===== src/rtl/raystore_writer_pkg.sv =====
// Shared types and constants for the raystore writer slice.
//   ray_vec_t  : ray origin/direction as written into the raystore
//   rayid_t    : raystore slot index / rayID
//   pool_state_e : free-pool fill state (INIT fill, then RUN)
package raystore_writer_pkg;

    localparam int NUM_RAYS   = 512;
    localparam int RAYID_W    = $clog2(NUM_RAYS);
    localparam int POOL_CNT_W = RAYID_W + 1;          // holds 0..NUM_RAYS
    localparam int MAX_BURST  = 4;
    localparam int BURST_W    = $clog2(MAX_BURST + 1);
    localparam int TOK_K      = 2;
    localparam int TOK_DEPTH  = 1 << TOK_K;

    typedef logic [RAYID_W-1:0] rayid_t;

    typedef struct packed {
        logic [31:0] org_x;
        logic [31:0] org_y;
        logic [31:0] org_z;
        logic [31:0] dir_x;
        logic [31:0] dir_y;
        logic [31:0] dir_z;
    } ray_vec_t;

    typedef enum logic {
        POOL_INIT,
        POOL_RUN
    } pool_state_e;

endpackage


===== src/rtl/fifo.sv =====
// Generic synchronous FIFO, 2**K entries of WIDTH bits, show-ahead read.
//   clk, rst         : clock, synchronous active-high reset
//   push, push_data  : write request and data (ignored while full)
//   pop              : consume head (ignored while empty)
//   pop_data         : current head, valid while ~empty
//   empty, count     : occupancy status (count is 0..2**K)
module fifo #(
    parameter int WIDTH = 8,
    parameter int K     = 2
) (
    input  logic             clk,
    input  logic             rst,
    input  logic             push,
    input  logic [WIDTH-1:0] push_data,
    input  logic             pop,
    output logic [WIDTH-1:0] pop_data,
    output logic             empty,
    output logic [K:0]       count
);

    logic [WIDTH-1:0] mem [2**K];
    logic [K-1:0]     rd_ptr;
    logic [K-1:0]     wr_ptr;
    logic             full;
    logic             do_push;
    logic             do_pop;

    // count never exceeds 2**K, so its top bit alone flags full.
    assign full     = count[K];
    assign empty    = (count == '0);
    assign do_push  = push & ~full;
    assign do_pop   = pop & ~empty;
    assign pop_data = mem[rd_ptr];

    always_ff @(posedge clk) begin
        if (do_push) begin
            mem[wr_ptr] <= push_data;
        end
    end

    always_ff @(posedge clk) begin
        if (rst) begin
            rd_ptr <= '0;
            wr_ptr <= '0;
            count  <= '0;
        end else begin
            if (do_push) wr_ptr <= wr_ptr + 1'b1;
            if (do_pop)  rd_ptr <= rd_ptr + 1'b1;
            count <= count + (K+1)'(do_push) - (K+1)'(do_pop);
        end
    end

endmodule


===== src/rtl/rayid_pool.sv =====
// Circular free-ID pool. After reset it fills itself with IDs 0..NUM_RAYS-1
// (one per cycle), then serves IDs in FIFO order of return.
//   clk, rst    : clock, synchronous active-high reset
//   pop         : consume head_id this cycle (caller guarantees cnt != 0)
//   free_valid, free_id : ID returned to the tail
//   head_id     : current head, usable combinationally in the pop cycle
//   cnt         : number of free IDs (0..NUM_RAYS)
//   init_done   : fill finished, pool serving
//   err         : sticky; free while full (no same-cycle pop) or during fill
module rayid_pool
    import raystore_writer_pkg::*;
(
    input  logic                  clk,
    input  logic                  rst,
    input  logic                  pop,
    input  logic                  free_valid,
    input  rayid_t                free_id,
    output rayid_t                head_id,
    output logic [POOL_CNT_W-1:0] cnt,
    output logic                  init_done,
    output logic                  err
);

    pool_state_e state;
    rayid_t      init_cnt;
    rayid_t      mem [NUM_RAYS];
    rayid_t      rd_ptr;
    rayid_t      wr_ptr;
    rayid_t      next_rd_ptr;
    rayid_t      push_id;
    logic        push;
    logic        take;
    logic        full;

    assign full = (cnt == POOL_CNT_W'(NUM_RAYS));
    assign take = pop & (state == POOL_RUN);
    // Pointers are exactly RAYID_W bits, so natural overflow wraps modulo NUM_RAYS.
    assign next_rd_ptr = take ? rd_ptr + 1'b1 : rd_ptr;

    // NOTE: every signal written in always_comb gets a default first, so no path leaves it unassigned and no latch is inferred.
    always_comb begin
        push    = 1'b0;
        push_id = free_id;
        if (state == POOL_INIT) begin
            push    = 1'b1;
            push_id = init_cnt;
        end else if (free_valid && (!full || take)) begin
            push = 1'b1;
        end
    end

    // NOTE: the ID storage has no reset so it maps onto block RAM; the pointers and count alone define which entries are live.
    // The head register is refreshed every cycle from the slot that will be the head next cycle;
    // when that slot is being written right now (pool empty or draining to empty) the incoming ID bypasses the RAM.
    always_ff @(posedge clk) begin
        if (push) begin
            mem[wr_ptr] <= push_id;
        end
        head_id <= (push && (wr_ptr == next_rd_ptr)) ? push_id : mem[next_rd_ptr];
    end

    // NOTE: sequential state uses non-blocking assignments so every register samples pre-edge values regardless of statement order.
    always_ff @(posedge clk) begin
        if (rst) begin
            state     <= POOL_INIT;
            init_cnt  <= '0;
            rd_ptr    <= '0;
            wr_ptr    <= '0;
            cnt       <= '0;
            init_done <= 1'b0;
            err       <= 1'b0;
        end else begin
            if (push) wr_ptr <= wr_ptr + 1'b1;
            rd_ptr <= next_rd_ptr;
            cnt    <= cnt + POOL_CNT_W'(push) - POOL_CNT_W'(take);
            if (state == POOL_INIT) begin
                init_cnt <= init_cnt + 1'b1;
                if (free_valid) err <= 1'b1;
                if (init_cnt == rayid_t'(NUM_RAYS - 1)) begin
                    state     <= POOL_RUN;
                    init_done <= 1'b1;
                end
            end else if (free_valid && full && !take) begin
                err <= 1'b1;
            end
        end
    end

endmodule


===== src/rtl/raystore_writer.sv =====
// Upstream feeder of the raystore: allocates a free rayID per new ray, writes
// the ray into the raystore, then hands the ID to traversal as a start token.
// Write bursts are capped at MAX_BURST cycles because writes block reads.
//   clk, rst                       : clock, synchronous active-high reset
//   prg_ray, prg_valid, prg_stall  : new rays from the primary ray generator
//   free_id, free_valid            : retired IDs returning to the pool
//   raystore_we/_write_addr/_write_data : registered raystore write port
//   start_id, start_valid, start_stall  : start tokens to traversal
//   init_done                      : pool filled, block accepting
//   pool_err                       : sticky illegal-free flag
module raystore_writer
    import raystore_writer_pkg::*;
(
    input  logic     clk,
    input  logic     rst,
    input  ray_vec_t prg_ray,
    input  logic     prg_valid,
    output logic     prg_stall,
    input  rayid_t   free_id,
    input  logic     free_valid,
    output logic     raystore_we,
    output rayid_t   raystore_write_addr,
    output ray_vec_t raystore_write_data,
    output rayid_t   start_id,
    output logic     start_valid,
    input  logic     start_stall,
    output logic     init_done,
    output logic     pool_err
);

    rayid_t                head_id;
    logic [POOL_CNT_W-1:0] pool_cnt;
    logic [BURST_W-1:0]    burst_cnt;
    logic [TOK_K:0]        tok_cnt;
    logic                  tok_empty;
    logic                  tok_room;
    logic                  throttle;
    logic                  accept;

    // raystore_we doubles as the write-pending flag: that write's token enters
    // the FIFO at the end of this cycle, so it already claims a slot.
    assign tok_room = (int'(tok_cnt) + int'(raystore_we)) < TOK_DEPTH;
    assign throttle = (burst_cnt == BURST_W'(MAX_BURST));
    assign accept   = init_done & prg_valid & (pool_cnt != '0) & tok_room & ~throttle;
    // Stall is held high for the whole fill so nothing upstream sees a window before the pool exists.
    assign prg_stall   = ~init_done | (prg_valid & ~accept);
    assign start_valid = ~tok_empty;

    always_ff @(posedge clk) begin
        if (rst) begin
            raystore_we         <= 1'b0;
            raystore_write_addr <= '0;
            raystore_write_data <= '0;
            burst_cnt           <= '0;
        end else begin
            raystore_we <= accept;
            burst_cnt   <= accept ? burst_cnt + 1'b1 : '0;
            if (accept) begin
                raystore_write_addr <= head_id;
                raystore_write_data <= prg_ray;
            end
        end
    end

    rayid_pool u_pool (
        .clk        (clk),
        .rst        (rst),
        .pop        (accept),
        .free_valid (free_valid),
        .free_id    (free_id),
        .head_id    (head_id),
        .cnt        (pool_cnt),
        .init_done  (init_done),
        .err        (pool_err)
    );

    // The token is pushed in the write cycle itself, so traversal sees the ID
    // only after the raystore write has committed.
    fifo #(
        .WIDTH (RAYID_W),
        .K     (TOK_K)
    ) u_tok_fifo (
        .clk       (clk),
        .rst       (rst),
        .push      (raystore_we),
        .push_data (raystore_write_addr),
        .pop       (start_valid & ~start_stall),
        .pop_data  (start_id),
        .empty     (tok_empty),
        .count     (tok_cnt)
    );

endmodule


===== config.mk =====
export PLATFORM = sky130hd
export DESIGN_NAME = raystore_writer
export DESIGN_NICKNAME = d
export VERILOG_FILES = /design/src/rtl/raystore_writer_pkg.sv /design/src/rtl/fifo.sv /design/src/rtl/rayid_pool.sv /design/src/rtl/raystore_writer.sv
export SDC_FILE = /design/constraint.sdc
export NUM_CORES = 2
export LEC_CHECK = 0
export BUFFER_PORTS_ARGS = -buffer_cell sky130_fd_sc_hd__clkbuf_2
export CAP_MARGIN = 25
export CORE_MARGIN = 10
export CORE_UTILIZATION = 30
export CTS_CLUSTER_DIAMETER = 80
export DETAILED_ROUTE_END_ITERATION = 8
export PLACE_DENSITY_LB_ADDON = 0.3
export REMOVE_ABC_BUFFERS = 1
export SYNTH_ARGS = -nofsm -noshare
export SYNTH_HDL_FRONTEND = slang
export SYNTH_MEMORY_MAX_BITS = 65536
export SYNTH_SLANG_ARGS = --single-unit

===== constraint.sdc =====
create_clock -name clk -period 20.6 [get_ports clk]
set_clock_uncertainty 0.2 [all_clocks]
set_input_delay 0 -clock clk [delete_from_list [all_inputs] [get_ports clk]]
set_output_delay 0 -clock clk [all_outputs]
set_load 0.05 [all_outputs]

# After elaboration in Yosys (flattened, before gate mapping)

Memories as Yosys holds them, arrays and structs flattened. A register that Yosys moved wholly into a read port is not among the register bits.
Index checks and enable logic that the tools add are counted.

Add/sub/neg operators: 11
Bitwise logic cells: 17
$lt $le $gt $ge: 1
Reductions and logical operators: 12
Muxes and demuxes: 15
Equal/unequal tests: 4

Operators by type and width:

| operator                                            | number |
|---|---|
| adder 9 x 1 -> 9 bit (second input constant)        | 3 |
| 2-to-1 mux 9 bit                                    | 2 |
| 2-to-1 mux 1 bit                                    | 11 |
| adder 10 x 1 -> 10 bit                              | 1 |
| equality test 10 bit (second input constant)        | 1 |
| nonzero test 10 bit                                 | 1 |
| subtractor 10 x 1 -> 10 bit                         | 1 |
| AND 1 bit                                           | 9 |
| equality test 9 bit (second input constant)         | 1 |
| NOT 1 bit                                           | 7 |
| adder 2 x 1 -> 2 bit (second input constant)        | 2 |
| adder 3 x 1 -> 4 bit                                | 1 |
| < comparator 4 x 3 -> 1 bit (second input constant) | 1 |
| 2-to-1 mux 2 bit                                    | 2 |
| AND reduction 2 bit                                 | 2 |
| adder 3 x 1 -> 3 bit                                | 1 |
| adder 3 x 1 -> 3 bit (second input constant)        | 1 |
| equality test 3 bit (second input constant)         | 1 |
| logical AND 1 bit                                   | 3 |
| zero test 3 bit                                     | 1 |
| subtractor 3 x 1 -> 3 bit                           | 1 |
| zero test 1 bit                                     | 2 |
| != test 2 bit (second input constant)               | 1 |
| nonzero test 2 bit                                  | 1 |
| other kinds (3)                                     | 3 |

Word-level logic and storage cells: 81
Output and inout port bits: 215
Memory bits (writable): 4,644
Bits of input ports: 206
Register bits: 252
Memories kept: 2

Memory list:

| name           | words | width | read ports | clocked after memory_dff | write ports | RTL line         | RTL |
|---|---|---|---|---|---|---|---|
| u_pool.mem     | 512   | 9     | 1          | 1                        | 1           | rayid_pool.sv:26 | `rayid_t mem [NUM_RAYS];` |
| u_tok_fifo.mem | 4     | 9     | 1          | 1                        | 1           | fifo.sv:21       | `logic [WIDTH-1:0] mem [2**K];` |

# Depth between registers and ports, before layout

Depth after elaboration: 11
Mapped depth: 19
Depth with buffers taken out: 18

# By module

Synthesis repeated with hierarchy kept, for this count alone.

Cell total of the unflattened synthesis: 9,384
Area total of the unflattened synthesis: 190,709.2 um^2

By module, submodules not included:

| module          | cells an instance | sequential area each (um^2) | area each (um^2) | times used |
|---|---|---|---|---|
| rayid_pool      | 8,391             | 139,353.7                   | 179,793.7        | 1 |
| raystore_writer | 898               | 4,103.9                     | 9,161.3          | 1 |
| fifo            | 95                | 1,261.2                     | 1,754.2          | 1 |

# Worst setup path after synthesis

No wires, ideal clock.

Path type: register -> register
From: reg u_pool.state
To: mem u_pool.mem[0][2] (netlist name), data pin
Library setup time: 1.389 ns
Clock period less this slack: 8.354 ns
Arrival: 6.765 ns
Path slack: 12.246 ns
Stages on the path, launching flop included: 4
Cell sequence: dfxtp_1 > clkbuf_1 > clkbuf_1 > a21o_1

Cells in the longest elaborated chain, start to end: 1

Ends and longest elaborated chain:

| item                   | RTL line         | RTL |
|---|---|---|
| start, declared        | rayid_pool.sv:24 | `pool_state_e state;` |
| start signal, assigned | rayid_pool.sv:65 | `state <= POOL_INIT;` |
| start signal, assigned | rayid_pool.sv:80 | `state <= POOL_RUN;` |
| 2-to-1 mux 9 bit       | rayid_pool.sv:44 | `if (state == POOL_INIT) begin` |
| via u_pool.push_id[2]  | rayid_pool.sv:30 | `rayid_t push_id;` |
| end, declared          | rayid_pool.sv:26 |  |

The timed path passes the listed nets, and every way through them passes these cells.

==> PnR_summary.wiki <==
{| class="wikitable"
! Metric !! Value
|-
| Classification of the worst setup path || flip-flop to flip-flop
|-
| Cells after synthesis || 9254
|-
| Fraction of layout cells with a size suffix above 1 || 0.256
|-
| Count of max-cap constraint violations || 0
|-
| Total Neg Setup Slack || 0 ns
|-
| Number of detailed-route iterations in the first pass || 5
|-
| End of the worst register-to-register path || raystore_write_addr[2]
|-
| Die width || 815 µm
|-
| Total of flip-flops plus latches after synthesis || 4907
|-
| Finished layout cell area || 226000 µm²
|-
| Number of enable-type register cells in the synthesized netlist || 4644
|-
| First-pass GRT wire length || 800 mm
|-
| Initial Util || 0.301
|-
| Ratio of final minimum period to clock period || 0.341
|-
| Hold Path Depth || 3
|-
| Via density per instance || 5.14
|-
| Most common cell after layout, fill and taps aside || edfxtp_1
|-
| Clock buffers created by TritonCTS || 531
|-
| Peak per-stage delay on the critical path || 0.87 ns
|-
| Syn Area/Cell || 20.5 µm²
|-
| Clock-pin transition on the worst setup and hold timing paths || 0.06 ns
|-
| Fin nets || 10800
|-
| Port Buffer Count || 420
|-
| Total chip power || 20.6 mW
|-
| Slowest stage cell, crit path || dfxtp_4
|-
| FF-to-FF path depth || 11
|-
| Number of levels the H-tree was split into || 6
|-
| DRT Wirelength || 569 mm
|-
| Most common flop cell mapped by yosys || edfxtp_1
|-
| Highest clock frequency the design can meet || 142 MHz
|-
| TritonCTS clock tree || done
|-
| Launching element type of the critical path || flip-flop
|-
| Highest-count cells in the layout ignoring fill and taps || 4644 x edfxtp_1, 1239 x mux4_2, 645 x nor2_1
|-
| Pin count of the biggest net entering global routing || 209
|-
| Cells resized by post-CTS repair || 0
|-
| Crit-path most repeated cell || buf_4
|-
| Routed wire per std cell || 29.4 µm
|-
| Total vias in the final route || 99600
|-
| Routability Congestion || 0.885
|-
| Kind of end point of the critical path || flip-flop
|-
| Area growth from synthesis to final layout || 19.2%
|-
| Post-detailed-placement cell area || 202000 µm²
|-
| Worst Tran Pin Value || 1.23 ns
|-
| Slew Limit Fails || 0
|-
| Detailed Route Iter0 Violations || 11400
|-
| VDD IR-drop max || 0.0000908 V
|-
| Hold Path Class || input port to flip-flop
|-
| Cell variety after synth || 69
|-
| Root buf cell || clkbuf_16
|-
| Reported leakage power || 70.3 nW
|-
| Total count of hold-check failures in the final report || 0
|-
| Buffer levels on the longest clock path || 4
|-
| HPWL Detailed || 347 mm
|-
| Setup repair after global routing missed its margin || false
|-
| Power density relative to cell area || 91.3 nW/µm²
|-
| Worst slew margin relative to its limit || 0.181
|-
| Worst Min Path Start || free_id[4]
|-
| DRC violations left || 0
|-
| Final global-route overflow total || 0
|-
| Worst EP arrival || 7.75 ns
|-
| CP Max Fanout || 98
|-
| Count of antenna-violating nets left after detailed routing || 0
|-
| Total global routing track utilization || 0.165
|-
| Minimum clock period || 7.02 ns
|-
| Async set-or-reset flop fraction in the synthesized netlist || 0
|-
| Worst Hold Endpoint || u_pool.mem[338][4]
|-
| Number of top-level design ports || 421
|-
| Core box area || 629000 µm²
|-
| Setup Viol. Count Final || 0
|-
| Data required, critical path || 21.33 ns
|-
| Sequential share of the synthesized area || 0.764
|-
| Worst R2R Setup Slack || 13.58 ns
|-
| Ordered cell list for the critical path || buf_4 -> buf_4 -> buf_12 -> buf_4 -> mux4_2 -> mux4_2 -> a221oi_1 -> o21ai_1 -> o2111ai_1 -> a21oi_1 -> a221o_1
|-
| Total number of placement rows || 291
|-
| Via count of the first global-routing pass || 101000
|-
| Number of antenna violations at the first check in global routing || 41
|-
| Sink count of the clock tree || 4907
|-
| Area enclosed by the die boundary || 664000 µm²
|-
| Post-Synthesis Cell Area || 189000 µm²
|-
| Y dimension of the die || 815 µm
|-
| Later-pin clock latency in the skew report || 1.09 ns
|-
| Yosys warnings || 0
|-
| Run status || complete, no violations
|}
==> routing by layer <==
layer	routed length (µm)	GRT usage	part of all wire
met4	19400	0.0535	0.034
met5	29	0	0.000051
met1	231000	0.222	0.41
met2	271000	0.267	0.48
met3	48200	0.0356	0.085
==> registers in the layout, indices dropped and copies added (netlist names), 3 cells and up, named ones only <==
signal and count:
burst_cnt 3, raystore_write_addr 9, u_pool.mem 4608, u_tok_fifo.count 3, u_pool.rd_ptr 9, u_pool.cnt 10, u_tok_fifo.mem 36, u_pool.init_cnt 9
u_pool.wr_ptr 9, raystore_write_data 192
==> kinds of logic after synthesis <==
kind of cell / after synthesis / synth area share
flops: 4907 / 0.764
mux: 1513 / 0.162
simple gates: 1508 / 0.0328
compound gates: 658 / 0.0220
buf+inv: 604 / 0.0154
xor+xnor: 32 / 0.00148
fa+ha+maj: 32 / 0.00219
==> cells in the mapped netlist, types with 6 or more instances <==
master | n | area, µm²
buf_2 | 163 | 816
mux2i_1 | 235 | 2350
a22oi_1 | 61 | 458
a221oi_1 | 14 | 123
xnor2_1 | 20 | 175
o22ai_1 | 52 | 325
nor4_1 | 11 | 68.8
nor3_1 | 32 | 160
o21ai_0 | 64 | 320
a311o_1 | 7 | 70.1
a31oi_1 | 26 | 163
xor2_1 | 12 | 105
a32oi_1 | 8 | 70.1
ha_1 | 30 | 375
clkbuf_1 | 254 | 953
o31ai_1 | 6 | 45.0
a211oi_1 | 54 | 405
o311ai_0 | 6 | 52.6
nand3_1 | 70 | 350
nand2b_1 | 12 | 75.1
o221ai_1 | 9 | 78.8
dfxtp_1 | 263 | 5270
mux2_2 | 39 | 439
mux4_2 | 1239 | 27900
buf_4 | 86 | 646
a2111oi_0 | 18 | 158
buf_6 | 16 | 180
edfxtp_1 | 4644 | 139000
inv_1 | 27 | 101
o211ai_1 | 20 | 150
nor2_1 | 649 | 2440
a21oi_1 | 265 | 1330
nor2b_1 | 45 | 282
and2_1 | 39 | 244
buf_1 | 55 | 206
nand2_1 | 602 | 2260
or3_1 | 11 | 68.8
a311oi_1 | 6 | 52.6
nand4_1 | 13 | 81.3
==> critical path, delay by kind of cell (launching register included) <==
kind,cells,cell delay [ns]
multiplexers,2,0.96
AO/OA/AOI/OAI,5,1.73
buffers and inverters,4,2.75
flip-flops,1,0.87
==> metrics by stage <==
step	worst slack, ns	hold WS, ns	cells	utilization
2_1_floorplan	-34.39	-0.133	8678	-
3_3_place_gp	13.35	0.0289	17700	0.321
3_5_place_dp	13.41	0.0326	17700	0.322
4_1_cts	13.35	0.0754	19300	0.358
5_1_grt	13.01	0.172	19400	0.359
6_report	13.58	0.134	19400	0.359
==> area by class of cell <==
class / count / area [µm²]
fillers: 57200 / 403000
repair buffers: 1369 / 11200
clock buffers: 674 / 14100
well taps: 8350 / 10400
flip-flops and latches: 4907 / 145000
inverters: 28 / 118
clock inverters: 279 / 2820
multi-input cells: 3743 / 42200
diodes: 25 / 62.6
==> worst max path at each step <==
stage               startpoint                endpoint  slack [ns]  cells after the start
CTS                  flip-flop  raystore_write_addr[2]       13.35                     11
global placement     flip-flop  raystore_write_addr[2]       13.35                     11
detailed placement   flip-flop  raystore_write_addr[2]       13.41                     11
finish               flip-flop  raystore_write_addr[2]       13.58                     11
floorplan            flip-flop  raystore_write_addr[0]      -34.39                      7
global route         flip-flop  raystore_write_addr[2]       13.01                     11
==> repair_timing <==
item / CTS / global route
hold buffers: 599 / 0
endpoints found under the hold margin: 1189 / 0
buffers inserted: 0 / 0
==> report_power, final <==
| group | switching [mW] | total (mW) | internal (mW) |
|---|---|---|---|
| logic | 0.277 | 0.422 | 0.145 |
| registers | 0.0165 | 10.9 | 10.9 |
| clock network | 3.98 | 9.32 | 5.34 |
| total | 4.28 | 20.6 | 16.3 |
Power figures use the tool's default switching activity.
